**config.mk**
```make
export PLATFORM = sky130hd
export DESIGN_NAME = regfile
export DESIGN_NICKNAME = d
export VERILOG_FILES = /design/src/rtl/regfile_pkg.sv /design/src/rtl/regfile.sv
export SDC_FILE = /design/constraint.sdc
export NUM_CORES = 2
export LEC_CHECK = 0
export BUFFER_PORTS_ARGS = -buffer_cell sky130_fd_sc_hd__clkbuf_2
export CORE_ASPECT_RATIO = 0.5
export CORE_MARGIN = 5
export CORE_UTILIZATION = 35
export CTS_CLUSTER_SIZE = 10
export DETAILED_ROUTE_END_ITERATION = 7
export PLACE_DENSITY_LB_ADDON = 0.12
export RECOVER_POWER = 50
export SLEW_MARGIN = 20
export SYNTH_ARGS = -nofsm -noshare
export SYNTH_HDL_FRONTEND = slang
export SYNTH_SLANG_ARGS = --single-unit
```
**constraint.sdc**
```tcl
create_clock -name clk -period 2.4 [get_ports clk]
set_clock_uncertainty 0.15 [all_clocks]
set_input_delay 0.24 -clock clk [delete_from_list [all_inputs] [get_ports clk]]
set_output_delay 0.24 -clock clk [all_outputs]
set_load 0.02 [all_outputs]
```
**src/rtl/regfile_pkg.sv**
```systemverilog
// regfile_pkg: shared widths, constants and read-port priority function
package regfile_pkg;
  localparam int REG_ADDR_W = 5;
  localparam int REG_NUM = 32;
  localparam int DATA_W = 32;
  localparam logic [DATA_W-1:0] ZERO_WORD = 32'h0;
  localparam logic [REG_ADDR_W-1:0] NOP_REG_ADDR = 5'h0;
  function automatic logic [DATA_W-1:0] read_port(
    input logic rst,
    input logic en,
    input logic [REG_ADDR_W-1:0] addr,
    input logic wb_reg,
    input logic [REG_ADDR_W-1:0] wb_wd,
    input logic [DATA_W-1:0] wb_wdata,
    input logic [DATA_W-1:0] stored
  );
    return (!rst || !en || addr == NOP_REG_ADDR) ? ZERO_WORD :
           (wb_reg && wb_wd == addr) ? wb_wdata : stored;
  endfunction
endpackage

```
**src/rtl/regfile.sv**
```systemverilog
// regfile: 31x32 register file, x0 hardwired to zero, two combinational read ports with write-through bypass
module regfile
  import regfile_pkg::*;
(
  input  logic                  clk,
  input  logic                  rst,
  input  logic [REG_ADDR_W-1:0] wb_wd,
  input  logic                  wb_reg,
  input  logic [DATA_W-1:0]     wb_wdata,
  input  logic                  reg1_read,
  input  logic [REG_ADDR_W-1:0] reg1_addr,
  output logic [DATA_W-1:0]     reg1_data,
  input  logic                  reg2_read,
  input  logic [REG_ADDR_W-1:0] reg2_addr,
  output logic [DATA_W-1:0]     reg2_data
);
  logic [DATA_W-1:0] regs [1:REG_NUM-1];
  logic [DATA_W-1:0] stored1, stored2;
  always_ff @(posedge clk or negedge rst) begin
    if (!rst) begin
      for (int i = 1; i < REG_NUM; i++) regs[i] <= ZERO_WORD;
    end else if (wb_reg && wb_wd != NOP_REG_ADDR) begin
      regs[wb_wd] <= wb_wdata;
    end
  end
  // index 0 has no storage; guard the array lookup so it stays in range
  always_comb begin
    stored1 = (reg1_addr == NOP_REG_ADDR) ? ZERO_WORD : regs[reg1_addr];
    stored2 = (reg2_addr == NOP_REG_ADDR) ? ZERO_WORD : regs[reg2_addr];
    reg1_data = read_port(rst, reg1_read, reg1_addr, wb_reg, wb_wd, wb_wdata, stored1);
    reg2_data = read_port(rst, reg2_read, reg2_addr, wb_reg, wb_wd, wb_wdata, stored2);
  end
endmodule

```
; Yosys cells after proc, flatten, opt, wreduce, memory -nomap -nowiden
; Index checks and enable logic that the tools add are counted.
[totals]
ff_bits = 992
in_bits = 52
out_inout_bits = 64
word_cells = 69
[classes]
magnitude_cmp = 4
eq_ne = 2
mux = 15
bitwise = 3
n_reduce_logical = 14
[ops]
columns = cell, n
row1 = $bwmux W992, 1
row2 = $mux W32, 11
row3 = $bmux W32 S5, 2
row4 = $demux W32 S5, 1
row5 = $ge A6 B6 Y1 const B, 3
row6 = $not A5 Y6, 3
row7 = $eq A5 B5 Y1, 2
row8 = $logic_not A5 Y1, 2
row9 = $lt A6 B1 Y1 const B, 1
row10 = $reduce_bool A5 Y1, 1
row11 = $logic_and A1 B1 Y1, 4
row12 = $logic_or A1 B1 Y1, 4
row13 = $logic_not A1 Y1, 3

; Depth between registers and ports, before layout
[depth]
word_depth = 7
ltp_mapped = 10
depth_no_buf = 5

; Least setup slack after synthesis
; Ideal clock, no wire load.
[synth_path]
path_kind = input-to-output
start = input reg2_addr[0]
end = output reg2_data[11]
t_arrival_ns = 2.063
t_required_ns = 2.010
setup_slack_ns = -0.053
cell_stages = 9
path_buffers = 4
cell_sequence = buf_4 > buf_2 > nor2b_1 > buf_2 > buf_4 > a22oi_1 > o211ai_1 > nand3_1 > o21ai_0
[synth_via]
elab_chain_len = 7
elab_cells_between_ends = 11
cone_classes = eq/ne: 1 / mux: 6 / bitwise: 1 / reduce/logical: 3
[synth_lines]
columns = item, line_no
row1 = "start, declared", regfile.sv:14  ; input logic [REG_ADDR_W-1:0] reg2_addr,
row2 = $not A5 Y6 (implied by the code), regfile.sv:29  ; stored2 = (reg2_addr == NOP_REG_ADDR) ? ZERO_WORD : regs[reg2_addr];
row3 = $bmux W32 S5, regfile.sv:29
row4 = $mux W32 (implied by the code) (2 in a row), regfile.sv:29
row5 = $mux W32, regfile.sv:29
row6 = $mux W32, regfile_pkg.sv:18  ; (wb_reg && wb_wd == addr) ? wb_wdata : stored;
row7 = $mux W32 (*), regfile_pkg.sv:17  ; return (!rst || !en || addr == NOP_REG_ADDR) ? ZERO_WORD :
row8 = "end, declared", regfile.sv:15  ; output logic [DATA_W-1:0] reg2_data
; Mark *: on every way between the ends. The rest lies on a longest branch, timed or not. The select of a mux whose other input is x is not followed.

; Worst setup path after layout
[layout_path]
start = register regs[105] (netlist bit)
end = output reg1_data[9]
[layout_via]
elab_chain_len = 6
[layout_lines]
columns = item, line_no
row1 = "start, declared", regfile.sv:17  ; logic [DATA_W-1:0] regs [1:REG_NUM-1];
row2 = "start signal, assigned by index", regfile.sv:23  ; regs[wb_wd] <= wb_wdata;
row3 = $bmux W32 S5, regfile.sv:28  ; stored1 = (reg1_addr == NOP_REG_ADDR) ? ZERO_WORD : regs[reg1_addr];
row4 = $mux W32 (implied by the code) (2 in a row), regfile.sv:28
row5 = $mux W32, regfile.sv:28
row6 = $mux W32, regfile_pkg.sv:18
row7 = $mux W32, regfile_pkg.sv:17
row8 = "end, declared", regfile.sv:12  ; output logic [DATA_W-1:0] reg1_data,
; Every way passes these cells. The select of a mux whose other input is x is not followed.

==> results_dict.tcl <==
set metrics [dict create \
    place_ws_ns -0.634 \
    p_per_area_nw_per_um2 755 \
    synth-edff-count 0 \
    min_period_ns 3.07 \
    synth_cell_types 61 \
    cts-buffers-inserted 110 \
    final_max_slew_viol_count 24 \
    finalSetupViolations 436 \
    fin_crit_sh_pct 128 \
    cap_violations 1 \
    die_height_um 288 \
    regMostFlops "regs" \
    status "finished with violations" \
    largest_reg_flops 992 \
    wl_per_cell_um 35.5 \
    grt_pass1_wl_mm 319 \
    max_freq_ghz 0.326 \
    synth_top_area_share_pct 45.9 \
    p_leak_uw 0.0289 \
    grt_pass1_vias 40200 \
    yosys.area.top_type "dfrtp_1" \
    grt_overflow 0 \
    postSynthCellCount 3772 \
    final_cell_mix "1082 x mux2_2, 992 x dfrtp_1, 471 x buf_4, 403 x mux4_2, 121 x buf_12" \
    path_class "register to output pin" \
    drt_pre_antenna_iters 5 \
    slowest_delay_ns 0.48 \
    die_area_um2 163000 \
    timing.hold.ws_ns 0.0623 \
    cp_num_buf_inv 1 \
    synthFlopType "dfrtp_1" \
    avgSynthCellArea_um2 14.4 \
    cp-start-kind "register" \
    worstPathArrival_ns 2.68 \
    grt_use_total_pct 27.5 \
    crit_chain "mux4_2, mux4_2, nand2b_4, a32o_2, buf_8" \
    routed_wl_mm 228 \
    detail-route-antenna-nets 0 \
    violations "max-capacitance violations, max-slew violations, negative setup slack" \
    slowest_stage "mux4_2" \
    hold_viol 0 \
    vias_per_cell 6.11 \
    synth-seq-area-share_pct 45.9 \
    cts.sinks 992 \
    synth_area_leaders "dfrtp_1 46%, mux2_2 23%, mux4_2 17%" \
    core_area_um2 154000 \
    die_width_um 566 \
    rsz0062_at_grt "yes" \
    p_total_uw 50400 \
    worstPathMaxFanout 2 \
    worst_pin_slew_ns 1.56 \
    final_nets 4358 \
    async_flop_share_pct 100 \
    ys_ff_latch 992 \
    via_count 39100 \
    drcViolationCount 0 \
    clock_path_buffers 3 \
    worst-r2r-setup-slack_ns 1.26 \
    top_regs "regs: 992 flops" \
    grt_max_degree 163 \
    dpl.hpwl_mm 154 \
    synth_area_um2 54100 \
    cts_tree "done" \
    antenna_found_initial 14 \
    io_buffer_count 115 \
    crit_family "multiplexers" \
    layout-drive-gt1-share_pct 60.6 \
    start_util_pct 35.1 \
    ctsRootBufferMaster "clkbuf_16" \
    synth.yosys.warnings 0 \
    insertion_delay_ns 0.71 \
    clkTransAtPathRegs_ns 0.06 \
    hp-class "primary input to register" \
    final_common_cell "mux2_2" \
    relSlewSlack_pct -4.03 \
    gp_congestion 0.876 \
    cp_data_required_time_ns 2.01 \
    ir_drop_v 0.000552 \
    boundaryPins 116 \
    timing.critical_path.mode_cell "mux4_2" \
    htree_levels 3 \
    syn-num-nets 3824 \
    timing.final.ws_setup_ns -0.672 \
    syn_to_final_growth_pct 23.4 \
    endpoint_kind "output pin" \
    drt_iter0_markers 3848 \
    row_count 102 \
]
==> synthesized netlist by cell type, drive strengths merged (10+ instances only) <==
cell type  instances
a32o              24
mux2            1104
nor2b             26
a22o              14
a21oi             52
nand3             16
a221oi            72
nor2              83
nand2b            10
o21ai             72
o211ai            28
a221o             26
and2              14
a211oi            18
nand2            104
dfrtp            992
nor3              26
a22oi             46
mux2i            121
clkbuf           178
buf              221
mux4             403
o22ai             22
==> path summary, 6_finish.rpt <==
check,start,endpoint,cells past startpoint
hold / removal,wb_wdata[10],regs[714]$_DFFE_PN0P_,3
max in group asynchronous,rst,regs[870]$_DFFE_PN0P_,6
setup / recovery,regs[105]$_DFFE_PN0P_,reg1_data[9],5
min in group asynchronous,rst,regs[517]$_DFFE_PN0P_,4
setup reg to reg,regs[361]$_DFFE_PN0P_,regs[361]$_DFFE_PN0P_,3
hold reg to reg,regs[830]$_DFFE_PN0P_,regs[830]$_DFFE_PN0P_,1
==> cells by family (layout without fill, tap and decap cells) <==
| logic type | Yosys count | count (layout) | share of synthesized area [%] |
|---|---|---|---|
| compound gates | 420 | 420 | 5.71 |
| xor+xnor | 10 | 10 | 0.162 |
| buf+inv | 409 | 959 | 3.60 |
| flops | 992 | 992 | 45.9 |
| mux | 1628 | 1628 | 42.0 |
| other cells | 0 | 5 | 0 |
| simple gates | 313 | 313 | 2.71 |
==> power by group <==
| group | total [uW] | internal, uW | switching (uW) |
|---|---|---|---|
| logic | 12600 | 7410 | 5200 |
| clock network | 15300 | 8350 | 6970 |
| registers | 22500 | 20000 | 2490 |
==> layer usage <==
layer | up-vias | routed length [um] | GRT usage (%)
met5 | - | 51 | 0
met3 | 419 | 18600 | 6.11
met4 | 8 | 8150 | 8.85
li1 | 15700 | - | -
met2 | 1602 | 99500 | 41.1
met1 | 21400 | 101000 | 39.7
==> area by class of cell <==
type                    count  area [um^2]
clock buffers             123         2900
inverters                  10         38.8
diodes                      5         12.5
fillers                 14100        87400
clock inverters             5         46.3
flip-flops and latches    992        24800
multi-input cells        2371        28600
well taps                2080         2600
repair buffers            821         7840
==> stage by stage <==
stage	TNS, ns	area, um^2	cells	util, %
after global placement	-27.94	62600	6219	40.6
after floorplan	0	54100	3772	-
after detailed placement	-27.47	62600	6219	40.6
final	-72.98	66800	6407	43.3
after CTS	-32.74	67300	6395	43.7
after global routing	-180.55	66800	6407	43.3
==> worst reg2reg max path: cells and delay by family, from the launching register on <==
kind                   cells  cell delay (ns)
flip-flops                 1             0.39
multiplexers               1             0.25
buffers and inverters      2             0.24
==> repair_timing <==
item                       4_1_cts  5_1_grt
hold buffers                    25        0
setup endpoints to repair       64       64
gates resized for setup        339      118
hold endpoints to repair       555        0
pin swaps                      118       56
buffers inserted                33        9
Power figures use the tool's default switching activity.
